### config.mk
export PLATFORM = sky130hd
export DESIGN_NAME = load_store_unit
export DESIGN_NICKNAME = d
export VERILOG_FILES = /design/src/rtl/riscv_pkg.sv /design/src/rtl/load_align.sv /design/src/rtl/load_store_unit.sv
export SDC_FILE = /design/constraint.sdc
export NUM_CORES = 1
export LEC_CHECK = 0
export ABC_AREA = 1
export ABC_CLOCK_PERIOD_IN_PS = 4100
export BUFFER_PORTS_ARGS = -buffer_cell sky130_fd_sc_hd__buf_2
export CORE_MARGIN = 4
export CORE_UTILIZATION = 24
export CTS_BUF_LIST = sky130_fd_sc_hd__clkbuf_4
export DETAILED_ROUTE_END_ITERATION = 7
export PLACE_DENSITY = 0.47
export SLEW_MARGIN = 20
export SYNTH_ARGS = -nofsm -noshare
export SYNTH_HDL_FRONTEND = slang
export SYNTH_HIERARCHICAL = 1
export SYNTH_SLANG_ARGS = --single-unit
### constraint.sdc
create_clock -name clk -period 4.1 [get_ports clk]
set_input_delay 0.615 -clock clk [delete_from_list [all_inputs] [get_ports clk]]
set_output_delay 0.615 -clock clk [all_outputs]
set_load 0.05 [all_outputs]
### src/rtl/riscv_pkg.sv
// Shared RV32 load/store definitions.
// Holds the funct3 encodings for loads and stores, the LSU state enum,
// and two pure helper functions used by the LSU front end:
//   lsu_req_err    - decides whether a request is illegal (bad op, misaligned,
//                    or outside the addressable memory)
//   lsu_store_lanes - replicates store data across the four byte lanes
`ifndef MEM_SIZE
`define MEM_SIZE 1024
`endif

package riscv_pkg;

  localparam logic [2:0] F3_B  = 3'b000;
  localparam logic [2:0] F3_H  = 3'b001;
  localparam logic [2:0] F3_W  = 3'b010;
  localparam logic [2:0] F3_BU = 3'b100;
  localparam logic [2:0] F3_HU = 3'b101;

  typedef enum logic [1:0] {
    IDLE      = 2'd0,
    ISSUE     = 2'd1,
    LOAD_DATA = 2'd2
  } lsu_state_e;

  function automatic logic lsu_req_err(input logic        we,
                                       input logic [2:0]  op,
                                       input logic [31:0] addr,
                                       input logic [31:0] mem_size);
    logic err;
    err = 1'b0;
    if (!we && (op == 3'b011 || op == 3'b110 || op == 3'b111)) err = 1'b1;
    if (we && !(op == F3_B || op == F3_H || op == F3_W))       err = 1'b1;
    if ((op == F3_H || op == F3_HU) && addr[0])                err = 1'b1;
    if (op == F3_W && addr[1:0] != 2'b00)                      err = 1'b1;
    if (addr >= mem_size)                                      err = 1'b1;
    return err;
  endfunction

  // The RAM writes whole lanes under a byte mask, so the store data is
  // copied into every lane it could land in; the mask picks the real one.
  function automatic logic [31:0] lsu_store_lanes(input logic [2:0]  op,
                                                  input logic [31:0] wdata);
    logic [31:0] lanes;
    case (op)
      F3_B:    lanes = {4{wdata[7:0]}};
      F3_H:    lanes = {2{wdata[15:0]}};
      default: lanes = wdata;
    endcase
    return lanes;
  endfunction

endpackage

### src/rtl/load_align.sv
// Load lane extraction and extension.
// Ports:
//   rdata [31:0] in  - raw word read from the RAM
//   addr  [1:0]  in  - byte offset of the load within the word
//   op    [2:0]  in  - RV32 funct3 of the load
//   data  [31:0] out - lane shifted down to bit 0, sign/zero extended
module load_align
  import riscv_pkg::*;
(
  input  logic [31:0] rdata,
  input  logic [1:0]  addr,
  input  logic [2:0]  op,
  output logic [31:0] data
);

  logic [31:0] shifted;

  always_comb begin
    shifted = rdata >> {addr, 3'b000};
    case (op)
      F3_B:    data = {{24{shifted[7]}}, shifted[7:0]};
      F3_H:    data = {{16{shifted[15]}}, shifted[15:0]};
      F3_W:    data = rdata;
      F3_BU:   data = {24'h0, shifted[7:0]};
      F3_HU:   data = {16'h0, shifted[15:0]};
      default: data = 32'h0;
    endcase
  end

endmodule

### src/rtl/load_store_unit.sv
// RV32 load/store unit in front of a word-wide RAM with 1-cycle read latency.
// Ports:
//   clk, rst                  - rising-edge clock, synchronous active-high reset
//   req_valid_i / req_ready_o - request handshake; a transfer happens on a
//                               rising edge where both are 1. ready is high
//                               only in IDLE, and request inputs are ignored
//                               while it is low. No backpressure on responses.
//   req_we_i, req_op_i, req_addr_i, req_wdata_i - request payload
//   rsp_valid_o               - one-cycle registered response pulse
//   rsp_rdata_o, rsp_err_o    - response payload, held until the next response
//   mem_addr_o, mem_rstrb_o, mem_rdata_i, mem_wmask_o, mem_wdata_o - RAM side
//   state_dbg_o               - current FSM state, for observation only
// Latency: error T+1, store T+2, load T+3 from the transfer cycle T.
module load_store_unit
  import riscv_pkg::*;
#(
  parameter int unsigned MEM_SIZE = `MEM_SIZE
) (
  input  logic        clk,
  input  logic        rst,
  input  logic        req_valid_i,
  output logic        req_ready_o,
  input  logic        req_we_i,
  input  logic [2:0]  req_op_i,
  input  logic [31:0] req_addr_i,
  input  logic [31:0] req_wdata_i,
  output logic        rsp_valid_o,
  output logic [31:0] rsp_rdata_o,
  output logic        rsp_err_o,
  output logic [31:0] mem_addr_o,
  output logic        mem_rstrb_o,
  input  logic [31:0] mem_rdata_i,
  output logic [3:0]  mem_wmask_o,
  output logic [31:0] mem_wdata_o,
  output logic [1:0]  state_dbg_o
);

  lsu_state_e  state_q, state_d;
  logic        we_q, we_d;
  logic [2:0]  op_q, op_d;
  logic [1:0]  off_q, off_d;
  logic        rsp_valid_q, rsp_valid_d;
  logic [31:0] rsp_rdata_q, rsp_rdata_d;
  logic        rsp_err_q, rsp_err_d;
  logic [31:0] mem_addr_q, mem_addr_d;
  logic [31:0] mem_wdata_q, mem_wdata_d;
  logic [31:0] align_data;
  logic        req_err;

  load_align u_load_align (
    .rdata (mem_rdata_i),
    .addr  (off_q),
    .op    (op_q),
    .data  (align_data)
  );

  assign req_err = lsu_req_err(req_we_i, req_op_i, req_addr_i, MEM_SIZE);

  always_comb begin
    state_d     = state_q;
    we_d        = we_q;
    op_d        = op_q;
    off_d       = off_q;
    rsp_valid_d = 1'b0;
    rsp_rdata_d = rsp_rdata_q;
    rsp_err_d   = rsp_err_q;
    mem_addr_d  = mem_addr_q;
    mem_wdata_d = mem_wdata_q;
    mem_rstrb_o = 1'b0;
    mem_wmask_o = 4'b0000;

    case (state_q)
      IDLE: begin
        if (req_valid_i) begin
          we_d  = req_we_i;
          op_d  = req_op_i;
          off_d = req_addr_i[1:0];
          if (req_err) begin
            rsp_valid_d = 1'b1;
            rsp_err_d   = 1'b1;
            rsp_rdata_d = 32'h0;
          end else begin
            state_d    = ISSUE;
            // RAM address/data are registered here so they only move when a
            // real access starts and otherwise hold their last values.
            mem_addr_d = {req_addr_i[31:2], 2'b00};
            if (req_we_i) mem_wdata_d = lsu_store_lanes(req_op_i, req_wdata_i);
          end
        end
      end
      ISSUE: begin
        if (we_q) begin
          case (op_q)
            F3_B:    mem_wmask_o = 4'(4'b0001 << off_q);
            F3_H:    mem_wmask_o = 4'(4'b0011 << off_q);
            default: mem_wmask_o = 4'b1111;
          endcase
          rsp_valid_d = 1'b1;
          rsp_err_d   = 1'b0;
          rsp_rdata_d = 32'h0;
          state_d     = IDLE;
        end else begin
          mem_rstrb_o = 1'b1;
          state_d     = LOAD_DATA;
        end
      end
      LOAD_DATA: begin
        rsp_valid_d = 1'b1;
        rsp_err_d   = 1'b0;
        rsp_rdata_d = align_data;
        state_d     = IDLE;
      end
      default: state_d = IDLE;
    endcase

    // A reset landing on the ISSUE cycle must not let the access reach the RAM.
    if (rst) begin
      mem_rstrb_o = 1'b0;
      mem_wmask_o = 4'b0000;
    end
  end

  always_ff @(posedge clk) begin
    if (rst) begin
      state_q     <= IDLE;
      we_q        <= 1'b0;
      op_q        <= 3'b000;
      off_q       <= 2'b00;
      rsp_valid_q <= 1'b0;
      rsp_rdata_q <= 32'h0;
      rsp_err_q   <= 1'b0;
      mem_addr_q  <= 32'h0;
      mem_wdata_q <= 32'h0;
    end else begin
      state_q     <= state_d;
      we_q        <= we_d;
      op_q        <= op_d;
      off_q       <= off_d;
      rsp_valid_q <= rsp_valid_d;
      rsp_rdata_q <= rsp_rdata_d;
      rsp_err_q   <= rsp_err_d;
      mem_addr_q  <= mem_addr_d;
      mem_wdata_q <= mem_wdata_d;
    end
  end

  assign req_ready_o = (state_q == IDLE);
  assign rsp_valid_o = rsp_valid_q;
  assign rsp_rdata_o = rsp_rdata_q;
  assign rsp_err_o   = rsp_err_q;
  assign mem_addr_o  = mem_addr_q;
  assign mem_wdata_o = mem_wdata_q;
  assign state_dbg_o = state_q;

endmodule

Yosys cells after proc, flatten, opt, wreduce, memory -nomap -nowiden
Cells that the tools add are included.
- order comparisons: 1
- equal/unequal tests: 16
- multiplexer cells: 30
- reduce and logical (&&, ||, !) cells: 21
- bitwise operators: 1
- shift-type cells: 3
- operator list (cell ; number):
    32-bit case mux with 5 select lines ; 1
    32-bit two-way mux ; 3
    32-bit case mux with 3 select lines ; 1
    32-bit case mux with 2 select lines ; 1
    32-bit by 11-bit greater-or-equal comparator with 1-bit output, second input constant ; 1
    32-bit by 5-bit >> shifter with 16-bit output ; 1
    3-bit == test, second input constant ; 5
    1-bit two-way mux ; 14
    4-bit two-way mux ; 3
    3-bit by 2-bit == test with 1-bit output, second input constant ; 3
    4-bit case mux with 2 select lines ; 1
    4-bit AND reduction ; 2
    3-bit by 1-bit == test with 1-bit output, second input constant ; 2
    3-bit logical NOT ; 2
    2-bit two-way mux ; 3
    2-bit != test, second input constant ; 3
    1-bit case mux with 3 select lines ; 2
    1-bit logical OR ; 5
    1-bit logical AND ; 4
    2-bit case mux with 2 select lines ; 1
    2-bit AND reduction ; 2
    1-bit by 2-bit << shifter with 4-bit output, first input constant ; 1
    2-bit by 2-bit << shifter with 4-bit output, first input constant ; 1
    3-bit AND reduction ; 1
    other kinds (8) ; 9
- word-level logic and storage cells: 81
- register bits after elaboration: 104

Longest topological paths before layout
- depth in word-level cells: 12
- depth in mapped cells: 12
- depth with buffers taken out: 10

By module
The synthesis kept the hierarchy.
- modules (own cells, without submodules) (module ; sequential area each (um^2) ; instances ; area each (um^2) ; cells each):
    load_store_unit ; 2082.0 ; 1 ; 4764.6 ; 731
    load_align ; 0.0 ; 1 ; 1028.5 ; 221

Least setup slack after synthesis
No wires, ideal clock.
- kind: reg-to-output
- from: reg state_q[0] (netlist: state_dbg_o[0])
- to: out mem_rstrb_o
- stages on the path, launching flop included: 8
- arrival time: 2216 ps
- path buffers: 2
- setup slack: 1269 ps
- path through: dfxtp_1 -> ha_1 -> inv_1 -> nor2_1 -> inv_1 -> clkbuf_1 -> clkbuf_1 -> nor2_1
- cells in the longest elaborated chain, start to end: 3
- RTL lines (element ; RTL line ; text):
    start, declared ; load_store_unit.sv:38 ; lsu_state_e state_q, state_d;
    start signal, assigned ; load_store_unit.sv:135 ; state_q <= state_d;
    2-bit by 1-bit == test with 1-bit output ; load_store_unit.sv:72 ; case (state_q)
    1-bit two-way mux ; load_store_unit.sv:72 ;
    1-bit two-way mux ; load_store_unit.sv:117 ; if (rst) begin
    end, declared ; load_store_unit.sv:31 ; output logic mem_rstrb_o,
Every way passes these cells.

Final worst setup path
- from: reg off_q[1]
- to: out mem_wmask_o[2]
- cells in the longest elaborated chain, start to end: 5
- RTL lines (element ; RTL line ; text):
    start, declared ; load_store_unit.sv:41 ; logic [1:0] off_q, off_d;
    start signal, assigned ; load_store_unit.sv:128 ; off_q <= 2'b00;
    start signal, assigned ; load_store_unit.sv:138 ; off_q <= off_d;
    2-bit by 2-bit << shifter with 4-bit output or 1-bit by 2-bit << shifter with 4-bit output (tied branches) ; load_store_unit.sv:95, load_store_unit.sv:94 ;
    4-bit case mux with 2 select lines (*) ; load_store_unit.sv:93 ; case (op_q)
    4-bit two-way mux (*) ; load_store_unit.sv:92 ; if (we_q) begin
    4-bit two-way mux (*) ; load_store_unit.sv:72 ;
    4-bit two-way mux (*) ; load_store_unit.sv:117 ;
    end, declared ; load_store_unit.sv:33 ; output logic [3:0] mem_wmask_o,
Every way passes the cells marked *; elsewhere a longest branch is shown, timed or not.

==> flow_summary_export.csv <==
group,metric,value,unit
outcome,run_status,"finished, final reports clean",
floorplanning,coreArea,23600,sq um
job,cap_violations,0,
clock_network,post-cts-setup-buffers,0,
detailed_routing,drt-vias-per-instance,4.23,
floorplanning,rows,56,
placed_design,gp_congestion,0.839,
grt,globalRoute.totalOverflow,0,
power_and_ir_drop,vdd_drop_max,0.000131,V
sta,timing_hold_violations_final,0,
logic_synthesis,ys_ff_latch,104,
floorplanning,boundaryPins,209,
placed_design,place.detailed.hpwl,14700,microns
logic_synthesis,avgSynthCellArea,6.09,sq um
logic_synthesis,post_synth_inst_count,952,
worst_setup_path,rr_startpoint,"state_dbg_o[1]",
grt,gr-usage-all-layers,14.7,%
grt,initial_antenna_violation_count,1,
layout,layout-area-overhead-vs-synth,23.5,%
worst_setup_path,crit_arrival,2.23,ns
clock_network,clock_latency_on_the_worst_skew_pair,0.49,ns
sta,fin_skew,0.0238,ns
clock_network,cts.sink_count,104,
sta,clock.fmax,352,MHz
sta,period_minus_slack,2.84,ns
clock_network,cts_tree,"built",
logic_synthesis,synth.yosys.warnings,6,
clock_network,cts.reportedPaths.clkPinSlew,0.18,ns
worst_setup_path,critPathCaptureType,"output pin",
logic_synthesis,area_of_the_mapped_netlist,5790,sq um
sta,report.final.setup_viol,0,
sta,timing.final.crit_share,69.3,%
layout,fraction_of_layout_cells_with_a_size_suffix_above_1,23.2,%
logic_synthesis,ys_seq_area_share,35.9,%
detailed_routing,wl_final,20100,microns
hold_path,hold_path_depth,3,
floorplanning,floorplan.initialDensity,24.5,%
detailed_routing,drc,0,
hold_path,hp-start,"req_addr_i[7]",
sta,slew_viols_final,0,
worst_setup_path,crit-reg2reg-capture,"mem_wdata_o[2]",
hold_path,worstHoldEndpoint,"mem_addr_o[7]",
worst_setup_path,cp_data_required_time,3.48,ns
placed_design,placedInstanceArea,6990,sq um
sta,final.setup.tns,0,ns
clock_network,cts_repair_resize_count,0,
sta,tightestPinTransition,0.971,ns
layout,n_fill_cell,2767,
clock_network,clock_tree.root_cell,"sky130_fd_sc_hd__clkbuf_4",
detailed_routing,detail_route.wl_per_cell,13.8,microns
clock_network,tritoncts_buffer_count,9,
floorplanning,die_area,26700,sq um
layout,fin_area,7160,sq um
clock_network,max-clock-path-buffers,2,
floorplanning,die_height,163,microns
sta,setup_repair_after_global_routing_missed_its_margin,"false",
power_and_ir_drop,p_leak,3.95,nW
hold_path,worst_hold_path_type,"input port to flop",
sta,timing.max_slew.rel_slack,35.3,%
placed_design,port_buffers,206,
worst_setup_path,worst-r2r-setup-slack,1.36,ns
grt,first_global_vias,5765,
worst_setup_path,timing.setup.critical_path_class,"flop to output pin",
logic_synthesis,netlist-cell-type-count,32,
clock_network,h_tree_levels,3,
detailed_routing,detailedRoute.firstPassIterationCount,4,
layout,finalNetCount,1232,
worst_setup_path,critical_path.startpoint_type,"flop",
grt,grt_start_max_net_pins,49,
power_and_ir_drop,p_per_area,315,nW/um^2
grt,grt_first_pass_wirelength,31300,microns
detailed_routing,detailedRoute.firstIterationViolations,437,
detailed_routing,dr_total_vias,6139,
clock_network,cts_hold_buf,0,
floorplanning,die_w,163,microns
worst_setup_path,worst-path-max-fanout,18,
worst_setup_path,rr_worst_depth,7,
detailed_routing,postRouteAntennaNets,0,
sequential cells by signal (all words and copies together) (netlist names):
register,count
we_q,1
mem_wdata_o,32
mem_addr_o,30
op_q,3
off_q,2
state_dbg_o,2
rsp_valid_o,1
rsp_err_o,1
rsp_rdata_o,32
routing by layer:
| layer | track usage, % | vias up | routed length, microns |
|---|---|---|---|
| li1 | - | 3227 | - |
| met1 | 19.0 | 2720 | 8870 |
| met2 | 24.2 | 178 | 9340 |
| met3 | 4.92 | 14 | 1630 |
| met4 | 3.01 | 0 | 231 |
| met5 | 0 | - | 0 |
stage by stage:
| stage | util [%] | setup WS (ns) | instances | hold WS (ns) | total power [W] |
|---|---|---|---|---|---|
| 6_report | 30.3 | 1.26 | 1450 | 0.364 | 0.00225 |
| 5_1_grt | 30.3 | 0.992 | 1450 | 0.309 | 0.00241 |
| 4_1_cts | 30.2 | 1.16 | 1448 | 0.315 | 0.00230 |
| 3_5_place_dp | 29.6 | 1.32 | 1432 | 0.425 | 0.00169 |
| 3_3_place_gp | 29.6 | 1.31 | 1432 | 0.423 | 0.00169 |
| 2_1_floorplan | - | 1.27 | 953 | 0.460 | 0.00153 |
final cells by class:
class / count / area, sq um / share of cell area, %
Clock inverter: 6 / 68.8 / 0.962
Clock buffer: 10 / 75.1 / 1.05
Tap cell: 319 / 399 / 5.58
Timing Repair Buffer: 215 / 1110 / 15.5
Inverter: 138 / 520 / 7.27
Multi-Input combinational cell: 657 / 2900 / 40.6
Antenna cell: 1 / 2.50 / 0.0350
Sequential cell: 104 / 2080 / 29.1
worst max-delay path, cell delays in order (launching register included):
cell,delay (ns)
sky130_fd_sc_hd__dfxtp_1,0.81
sky130_fd_sc_hd__inv_1,0.21
sky130_fd_sc_hd__nand4_1,0.13
sky130_fd_sc_hd__o21ai_0,0.08
sky130_fd_sc_hd__o21ai_0,0.21
sky130_fd_sc_hd__inv_1,0.08
sky130_fd_sc_hd__buf_2,0.21
cells in the mapped netlist (all sizes together):
library cell / n / area, sq um
a21oi: 28 / 144
buf: 29 / 206
clkbuf: 25 / 93.8
clkinv: 1 / 3.75
conb: 1 / 3.75
dfxtp: 104 / 2080
ha: 4 / 50.1
inv: 137 / 517
nand2: 316 / 1200
nand3: 64 / 400
nand3b: 1 / 7.51
nand4: 21 / 138
nor2: 159 / 622
nor3: 3 / 20.0
o21ai: 50 / 250
o22ai: 8 / 50.1
or2: 1 / 6.26
where the power goes:
group | internal, W | switching (W) | total [W] | leakage [nW]
combinational | 0.000183 | 0.000408 | 0.000591 | 3.03
clock | 0.000196 | 0.000391 | 0.000587 | 0.0722
sequential | 0.00105 | 0.0000296 | 0.00108 | 0.845
cells by family (layout without fill, tap and decap cells):
family / count (synthesis) / in the layout / synth area share [%]
AOI/OAI and AO/OA: 86 / 86 / 7.67
adders and majority gates: 4 / 4 / 0.864
buffers and inverters: 192 / 369 / 14.2
DFF: 104 / 104 / 35.9
other: 1 / 3 / 0.0647
and+or+nand+nor: 565 / 565 / 41.3
how the worst max path moves through the flow:
stage | end | from | cells past startpoint
after floorplan | mem_rstrb_o | state_dbg_o[0] | 7
after global placement | mem_wdata_o[6] | state_dbg_o[1] | 7
after detailed placement | mem_addr_o[4] | req_addr_i[30] | 9
after CTS | mem_wmask_o[2] | off_q[1] | 6
after global routing | mem_wdata_o[23] | state_dbg_o[1] | 8
final | mem_wmask_o[2] | off_q[1] | 6
cells in the final DEF, fill, tap and decap left out, drive strengths merged:
master    instances
nand2           316
buf             215
nor2            159
inv             139
dfxtp           104
nand3            64
o21ai            50
a21oi            28
nand4            21
clkbuf           10
o22ai             8
ha                4
nor3              3
conb              2
clkinvlp          2
clkinv            2
diode             1
or2               1
nand3b            1
bufinv            1
Power figures use the tool's default switching activity.
